### src/rtl/golden_bist_pkg.sv
// Shared definitions for the golden-model BIST: reference-function mode
// encodings, FSM state encoding and the settle counter width.
package golden_bist_pkg;

  localparam logic [1:0] MODE_OR  = 2'b00;
  localparam logic [1:0] MODE_AND = 2'b01;
  localparam logic [1:0] MODE_XOR = 2'b10;
  localparam logic [1:0] MODE_NOR = 2'b11;

  typedef enum logic [1:0] {
    IDLE  = 2'b00,
    WAIT  = 2'b01,
    CHECK = 2'b10,
    DONE  = 2'b11
  } state_e;

  // Wide enough for the largest settle time of 255 cycles.
  localparam int CNT_W = 8;

endpackage

### src/rtl/golden_bist_eval.sv
// Combinational reference function applied across every bit of the
// stimulus vector; kept standalone so benches can reuse it.
module golden_eval
  import golden_bist_pkg::*;
#(
  parameter int N = 2
) (
  input  logic [N-1:0] vec,
  input  logic [1:0]   mode,
  output logic         expected
);

  always_comb begin
    expected = 1'b0;
    case (mode)
      MODE_OR:  expected = |vec;
      MODE_AND: expected = &vec;
      MODE_XOR: expected = ^vec;
      MODE_NOR: expected = ~(|vec);
      default:  expected = 1'b0;
    endcase
  end

endmodule

### src/rtl/golden_bist.sv
// Exhaustive BIST sequencer: walks every N-bit vector, lets the DUT settle,
// and compares its response against the golden reference function.
module golden_bist
  import golden_bist_pkg::*;
#(
  parameter int N      = 2,
  parameter int SETTLE = 4
) (
  input  logic         clock,
  input  logic         reset_,
  input  logic         start,
  input  logic [1:0]   mode,
  output logic [N-1:0] vec,
  input  logic         resp,
  output logic         busy,
  output logic         done,
  output logic         pass,
  output logic [N:0]   err_cnt,
  output logic [N-1:0] first_err_vec,
  output logic         first_err_valid
);

  localparam logic [CNT_W-1:0] SETTLE_LAST = CNT_W'(SETTLE - 1);
  localparam logic [CNT_W-1:0] CNT_ONE     = {{(CNT_W-1){1'b0}}, 1'b1};
  localparam logic [N-1:0]     VEC_ONE     = {{(N-1){1'b0}}, 1'b1};
  localparam logic [N-1:0]     VEC_LAST    = {N{1'b1}};
  localparam logic [N:0]       ERR_ONE     = {{N{1'b0}}, 1'b1};

  state_e           state;
  logic [CNT_W-1:0] wait_cnt;
  logic [1:0]       mode_q;
  logic             expected;
  logic             mismatch;

  golden_eval #(.N(N)) u_eval (
    .vec      (vec),
    .mode     (mode_q),
    .expected (expected)
  );

  // resp only feeds flops below, never an output port directly.
  assign mismatch = (resp != expected);

  always_ff @(posedge clock or negedge reset_) begin
    if (!reset_) begin
      state           <= IDLE;
      wait_cnt        <= '0;
      mode_q          <= MODE_OR;
      vec             <= '0;
      busy            <= 1'b0;
      done            <= 1'b0;
      pass            <= 1'b0;
      err_cnt         <= '0;
      first_err_vec   <= '0;
      first_err_valid <= 1'b0;
    end else begin
      case (state)
        IDLE, DONE: begin
          if (start) begin
            state           <= WAIT;
            wait_cnt        <= '0;
            mode_q          <= mode;
            vec             <= '0;
            busy            <= 1'b1;
            done            <= 1'b0;
            pass            <= 1'b0;
            err_cnt         <= '0;
            first_err_valid <= 1'b0;
          end
        end

        WAIT: begin
          wait_cnt <= wait_cnt + CNT_ONE;
          if (wait_cnt == SETTLE_LAST) begin
            state <= CHECK;
          end
        end

        CHECK: begin
          if (mismatch) begin
            err_cnt <= err_cnt + ERR_ONE;
            if (!first_err_valid) begin
              first_err_vec   <= vec;
              first_err_valid <= 1'b1;
            end
          end
          // The last vector's own mismatch must count toward pass.
          if (vec == VEC_LAST) begin
            state <= DONE;
            busy  <= 1'b0;
            done  <= 1'b1;
            pass  <= (err_cnt == '0) && !mismatch;
          end else begin
            state    <= WAIT;
            vec      <= vec + VEC_ONE;
            wait_cnt <= '0;
          end
        end

        default: begin
          state <= IDLE;
          busy  <= 1'b0;
          done  <= 1'b0;
        end
      endcase
    end
  end

endmodule
### config.mk
export PLATFORM = sky130hd
export DESIGN_NAME = golden_bist
export DESIGN_NICKNAME = d
export VERILOG_FILES = /design/src/rtl/golden_bist_pkg.sv /design/src/rtl/golden_bist_eval.sv /design/src/rtl/golden_bist.sv
export SDC_FILE = /design/constraint.sdc
export NUM_CORES = 1
export LEC_CHECK = 0
export BUFFER_PORTS_ARGS = -buffer_cell sky130_fd_sc_hd__buf_2
export CORE_MARGIN = 2
export CORE_UTILIZATION = 40
export CTS_BUF_LIST = sky130_fd_sc_hd__clkbuf_4 sky130_fd_sc_hd__clkbuf_8
export DETAILED_ROUTE_END_ITERATION = 10
export GPL_TIMING_DRIVEN = 0
export PLACE_DENSITY = 0.61
export SETUP_SLACK_MARGIN = 0.4
export SYNTH_ARGS = -nofsm -noshare
export SYNTH_HDL_FRONTEND = slang
export SYNTH_SLANG_ARGS = --single-unit
### constraint.sdc
create_clock -name clock -period 2 [get_ports clock]
set_input_delay 0.1 -clock clock [delete_from_list [all_inputs] [get_ports clock]]
set_output_delay 0.1 -clock clock [all_outputs]
set_load 0.02 [all_outputs]
# Word-level counts from Yosys, hierarchy flattened
# Index checks and enable logic that the tools add are counted.
dict set report word_totals {
  in_bits 6
  output_inout_bits 11
  word_cells 70
  reg_bits 23
}
dict set report op_classes {
  n_bitwise 2
  n_eq_ne 14
  n_reduce_logical 17
  add_sub_neg 3
  muxes 24
}
# cell count
set ops {}
lappend ops {{$pmux 8 s3} 1}
lappend ops {{$mux 8} 2}
lappend ops {{$reduce_and 3->1} 4}
lappend ops {{$eq 2x2->1 const B} 5}
lappend ops {{$mux 2} 5}
lappend ops {{$ne 2x2->1 const B} 5}
lappend ops {{$add 8x1->8 const B} 1}
lappend ops {{$eq 8x2->1 const B} 1}
lappend ops {{$pmux 1 s2} 4}
lappend ops {{$reduce_and 2->1} 4}
lappend ops {{$mux 1} 6}
lappend ops {{$mux 3} 2}
lappend ops {{$pmux 2 s3} 1}
lappend ops {{$pmux 3 s2} 1}
lappend ops {{$eq 2x1->1 const B} 2}
lappend ops {{$logic_not 2->1} 2}
lappend ops {{$pmux 1 s4} 1}
lappend ops {{$pmux 2 s2} 1}
lappend ops {{$reduce_or 2->1} 2}
lappend ops {{$add 3x1->3 const B} 1}
lappend ops {{$logic_not 3->1} 1}
lappend ops {{$add 2x1->2 const B} 1}
lappend ops {{$not 1->1} 2}
lappend ops {{$reduce_bool 2->1} 1}
lappend ops {{other kinds (4)} 4}

# Depth between registers and ports, before layout
dict set report depth {
  word_depth 8
  mapped_depth 7
  mapped_depth_nobuf 6
}

# Hierarchy
# Synthesis repeated with hierarchy kept, for this count alone.
dict set report hier_totals {
  cells_unflattened 138
  hier_area_um2 1337.5
}
# module area_each_um2 cells_per_inst seq_area_each_um2 instances
set by_module_without_submodules {}
lappend by_module_without_submodules {golden_bist 1271.2 129 575.6 1}
lappend by_module_without_submodules {golden_eval 66.3 9 0.0 1}

# Least setup slack after synthesis
# No wires, ideal clock.
dict set report synth_timing {
  path_type {flip-flop to flip-flop}
  start {register vec[0]}
  end {register first_err_vec[0]}
  t_required_ps 1872
  period_less_slack_ps 2302
  setup_slack_ps -302
  stages_incl_launch_ff 7
  path_buffers 0
  setup_time_ps 128
  t_arrival_ps 2174
  cell_sequence {dfrtp_1 -> inv_1 -> ha_1 -> mux2i_1 -> mux2_2 -> a311oi_4 -> mux2_1}
}
dict set report synth_between {
  elab_chain_cells 5
  word_cells_on_any_way 7
  classes_between {1 x eq/ne; 1 x mux; 1 x bitwise; 4 x reduce/logical}
}
# element line_no
set synth_rtl {}
lappend synth_rtl {{from (decl)} golden_bist.sv:13} ;# output logic [N-1:0] vec,
lappend synth_rtl {{from (signal assigned)} golden_bist.sv:95} ;# vec <= vec + VEC_ONE;
lappend synth_rtl {{$reduce_or 2->1} {golden_bist_eval.sv:16, golden_bist_eval.sv:19}}
lappend synth_rtl {{$not 1->1} golden_bist_eval.sv:19} ;# MODE_NOR: expected = ~(|vec);
lappend synth_rtl {{$pmux 1 s4} golden_bist_eval.sv:15} ;# case (mode)
lappend synth_rtl {{$ne 1x1->1} golden_bist.sv:42} ;# assign mismatch = (resp != expected);
lappend synth_rtl {{$reduce_and 3->1 (no line)} n/a}
lappend synth_rtl {{to (signal assigned)} golden_bist.sv:83} ;# first_err_vec <= vec;
lappend synth_rtl {{to (decl)} golden_bist.sv:19} ;# output logic [N-1:0] first_err_vec,
# Several ways; a longest one is shown, not always the timed one.
# A chain may end at the register's enable or synchronous reset.

# Worst setup path in the final report
dict set report layout_timing {
  start {register vec[1]}
  end {register first_err_vec[0]}
}
dict set report layout_between {
  elab_chain_cells 5
  word_cells_on_any_way 7
  classes_between {1 x eq/ne; 1 x mux; 1 x bitwise; 4 x reduce/logical}
}
# element line_no
set layout_rtl {}
lappend layout_rtl {{$reduce_or 2->1} {golden_bist_eval.sv:16, golden_bist_eval.sv:19}}
lappend layout_rtl {{$not 1->1} golden_bist_eval.sv:19}
lappend layout_rtl {{$pmux 1 s4 *} golden_bist_eval.sv:15}
lappend layout_rtl {{$ne 1x1->1 *} golden_bist.sv:42}
lappend layout_rtl {{$reduce_and 3->1 (no line) *} n/a}
# Every way passes the cells marked *; elsewhere a longest branch is shown, timed or not.

==> key figures <==
Critical path
  – CP max-delay cell: dfrtp_2
  – Crit end category: flop
  – Crit path launch: vec[1]
  – Worst setup path end: first_err_vec[0]
  – Crit-path max cell delay: about 0.47 ns
  – Worst R2R Start: vec[1]
  – R2R Setup Slk: -0.04 ns
  – Startpoint type of the worst setup path: flop
  – Setup Crit Path Kind: flop to flop
  – Reg2reg path depth: 6
  – Worst Path Required: 2.22 ns
  – Crit Path Max Fanout: 4
  – Reg2Reg Capture Point: first_err_vec[0]
  – Worst-path cell chain: inv_2, ha_4, mux2i_4, mux2_4, a311oi_4, mux2_4
  – CP Data Arrival Time: 2.26 ns
  – Cell count along the critical path: 6
  – CP bufs+invs: 1
  – Most common cell type on the critical path: mux2_4
  – Cell family with most CP delay: multiplexers

Layout
  – Seq. cell area: ~580 um2
  – Nets@finish: between 200 and 250
  – Area occupied by multi-input gates: 1030 um2
  – Layout Cells excl Fill: approximately 240
  – Number of fill cells: 291
  – ANT cells: 0
  – Most common cell after layout, fill and taps aside: dfrtp_1
  – Layout cells sized above 1: 41.6%
  – Design Area, Final: 2030 um2
  – Most frequent cells in the layout: dfrtp_1 (21), nand2_1 (17), buf_2 (17)
  – Synth-to-Final Area Change: 41.2%

Synth
  – Ys async rst share: 100%
  – Syn nets: between 150 and 200
  – Register area share after synthesis: 40.1%
  – Netlist cell types: 43
  – Top cells by area, synth: dfrtp_1 (40%), ha_1 (7.0%), nand2_1 (5.0%), mux2_1 (3.1%), a21oi_1 (2.8%)
  – Mapped Area: 1440 um2
  – Seq cells post-synth: 23
  – Yosys top cell by area: dfrtp_1
  – Mapped Cells: 149
  – Top cell type's share of synthesized area: about two fifths
  – Avg Cell Area, Syn: slightly below 10 um2
  – EDFF count, synth: 0
  – Ys Warns: 0
  – Post-synth top flop: dfrtp_1

Detailed routing
  – Total wire length: 3510 um
  – Routed length per placed instance: roughly 15 um
  – Vias/cell: 5.47
  – Vias: 1,292
  – Drt first pass iters: 4
  – DR iter-0 viols: 43
  – DR DRC count: 0
  – Post-route ant nets: 0

Clocking
  – Clk sink count: 23
  – Clk_lat worst skew: approximately 0.32 ns
  – Clk buf depth: 2
  – TritonCTS Buffers: 3
  – Root buf cell: clkbuf_4
  – Clock slew at reported path FFs: ~0.13 ns
  – H-tree levels: 1
  – CTS tree: built

Status
  – Failing checks: setup timing
  – Outcome: finished, violations left

Floorplan
  – Initial Util: between 40% and 50%
  – Cell Rows: 21
  – Die Y: approximately 64 um
  – Die area: 4080 um2
  – Die width: around 64 um
  – # IOs: 17
  – Area of the core: 3390 um2

STA
  – Final setup viols: 2
  – Fin crit share: 102%
  – Max-slew headroom: 65.6%
  – Setup ws final: -0.0433 ns
  – Unrepaired setup endpoints after global routing: true
  – Final Critical Period: 2.04 ns
  – Fmax: 489 MHz
  – Worst-margin pin slew: just over 0.5 ns
  – Max-slew violation count: 0
  – Clock Skew: 0.00327 ns
  – Final hold vios: 0

GRT
  – M3 GR Usage: 2.11%
  – Number of global-route vias before repair: 1,350
  – Busiest grt layer: met2
  – Remaining global-route overflow: 0
  – Largest net degree at the start of global routing: 24
  – Tot GR Track Use: between 10% and 20%
  – Initial antenna violation count: 0
  – First-pass GRT wire length: around 6100 um
  – Met1 global-route usage: between 20% and 30%
  – GR Layer Usage met2: 32.3%

Power and ir drop
  – Switch Pwr: 1.17 mW
  – Leakage: 0.870 nW
  – Clock power frac: 9.0%
  – Gate power share: 64.2%
  – Power Dens Cells: 1310 nW/um2
  – Sw frac: 44.1%
  – IR drop worst, VDD: 0.823 mV
  – Sequential share of power: around 27%
  – Int Power: 1.49 mW

Placement
  – Placer Congestion: 0.839
  – Final HPWL from detailed placement: 2280 um
  – Placed Instances: 211
  – Placed cell area: around 1600 um2
  – IO Port Bufs: 16

Flow run
  – Maxcap violations: 0

Worst hold path
  – Hold/Removal Path Class: primary input to flop
[routing by layer]
metal	share of wire, %	wire [um]
met1	45	1570
met2	50	1750
met3	3.9	137
met4	1.5	52
met5	0	0
[worst reg2reg max path: cells and delay by family, from the launching register on]
family          cells  cell delay (ns)
mux                 3             0.83
flops               1             0.47
compound gates      1             0.36
fa+ha+maj           1             0.21
buf+inv             1             0.08
[what timing repair did]
action	CTS	global route
endpoints found under the hold margin	25	0
hold buffers	3	0
endpoints found under the setup margin	15	15
gates resized for setup	23	17
pin swaps	8	6
setup buffers	15	3
[registers in the layout, indices dropped and copies added, names as in the netlist]
signal           cells
busy                 1
done                 1
first_err_vec        2
mode_q               2
wait_cnt             8
pass                 1
vec                  2
state                2
first_err_valid      1
err_cnt              3
[Yosys cell counts (3+ instances only)]
master and instances:
a21oi_1 8, a22o_1 3, dfrtp_1 23, ha_1 8, inv_1 9, mux2_1 4
mux2i_1 4, nand2_1 19, nand2b_1 4, nand3_1 7, nor2_1 10, nor2b_1 3
o21ai_1 7
[per-stage QoR]
stage	hold slack (ns)	setup WS, ns	power (mW)	setup TNS, ns	utilization [%]
floorplan	-0.196	-0.0699	1.60	-0.140	-
global placement	0.107	-0.107	1.85	-0.212	48.4
detailed placement	0.110	-0.164	1.89	-0.321	48.4
CTS	0.144	-0.0596	2.49	-0.116	56.7
global route	0.170	-0.116	2.87	-0.224	59.8
finish	0.153	-0.0433	2.66	-0.0815	59.8
[worst min-delay path by stage]
stage,start,to,slack [ns],depth (start not counted)
after floorplan,reset_,busy,-0.20,0
after global placement,reset_,state[1],0.11,1
after detailed placement,reset_,state[1],0.11,1
after CTS,start,busy,0.14,3
after global routing,start,busy,0.17,3
final,start,busy,0.15,3
[power by group through the flow]
| stage | clock (mW) | combinational, mW | sequential, mW |
|---|---|---|---|
| 6_report | 0.239 | 1.71 | 0.712 |
| 5_1_grt | 0.268 | 1.87 | 0.731 |
| 4_1_cts | 0.244 | 1.53 | 0.707 |
| 3_5_place_dp | 0 | 1.17 | 0.723 |
| 3_3_place_gp | 0 | 1.14 | 0.714 |
| 2_1_floorplan | 0 | 0.838 | 0.762 |
[kinds of logic after synthesis]
| kind of cell | share of synthesized area [%] |
|---|---|
| compound gates | 16.6 |
| xor+xnor | 1.83 |
| fa+ha+maj | 6.97 |
| buf+inv | 4.01 |
| flops | 40.1 |
| mux | 7.50 |
| simple gates | 23.0 |
[layout make-up]
cell class / count / share of cell area, %
Timing Repair Buffer: 37 / 12.9
Inverter: 9 / 1.67
Sequential cell: 23 / 28.5
Tap cell: 46 / 2.84
Clock buffer: 4 / 1.48
Buffer: 4 / 1.79
Multi-Input combinational cell: 113 / 50.8
Power figures use the tool's default switching activity.
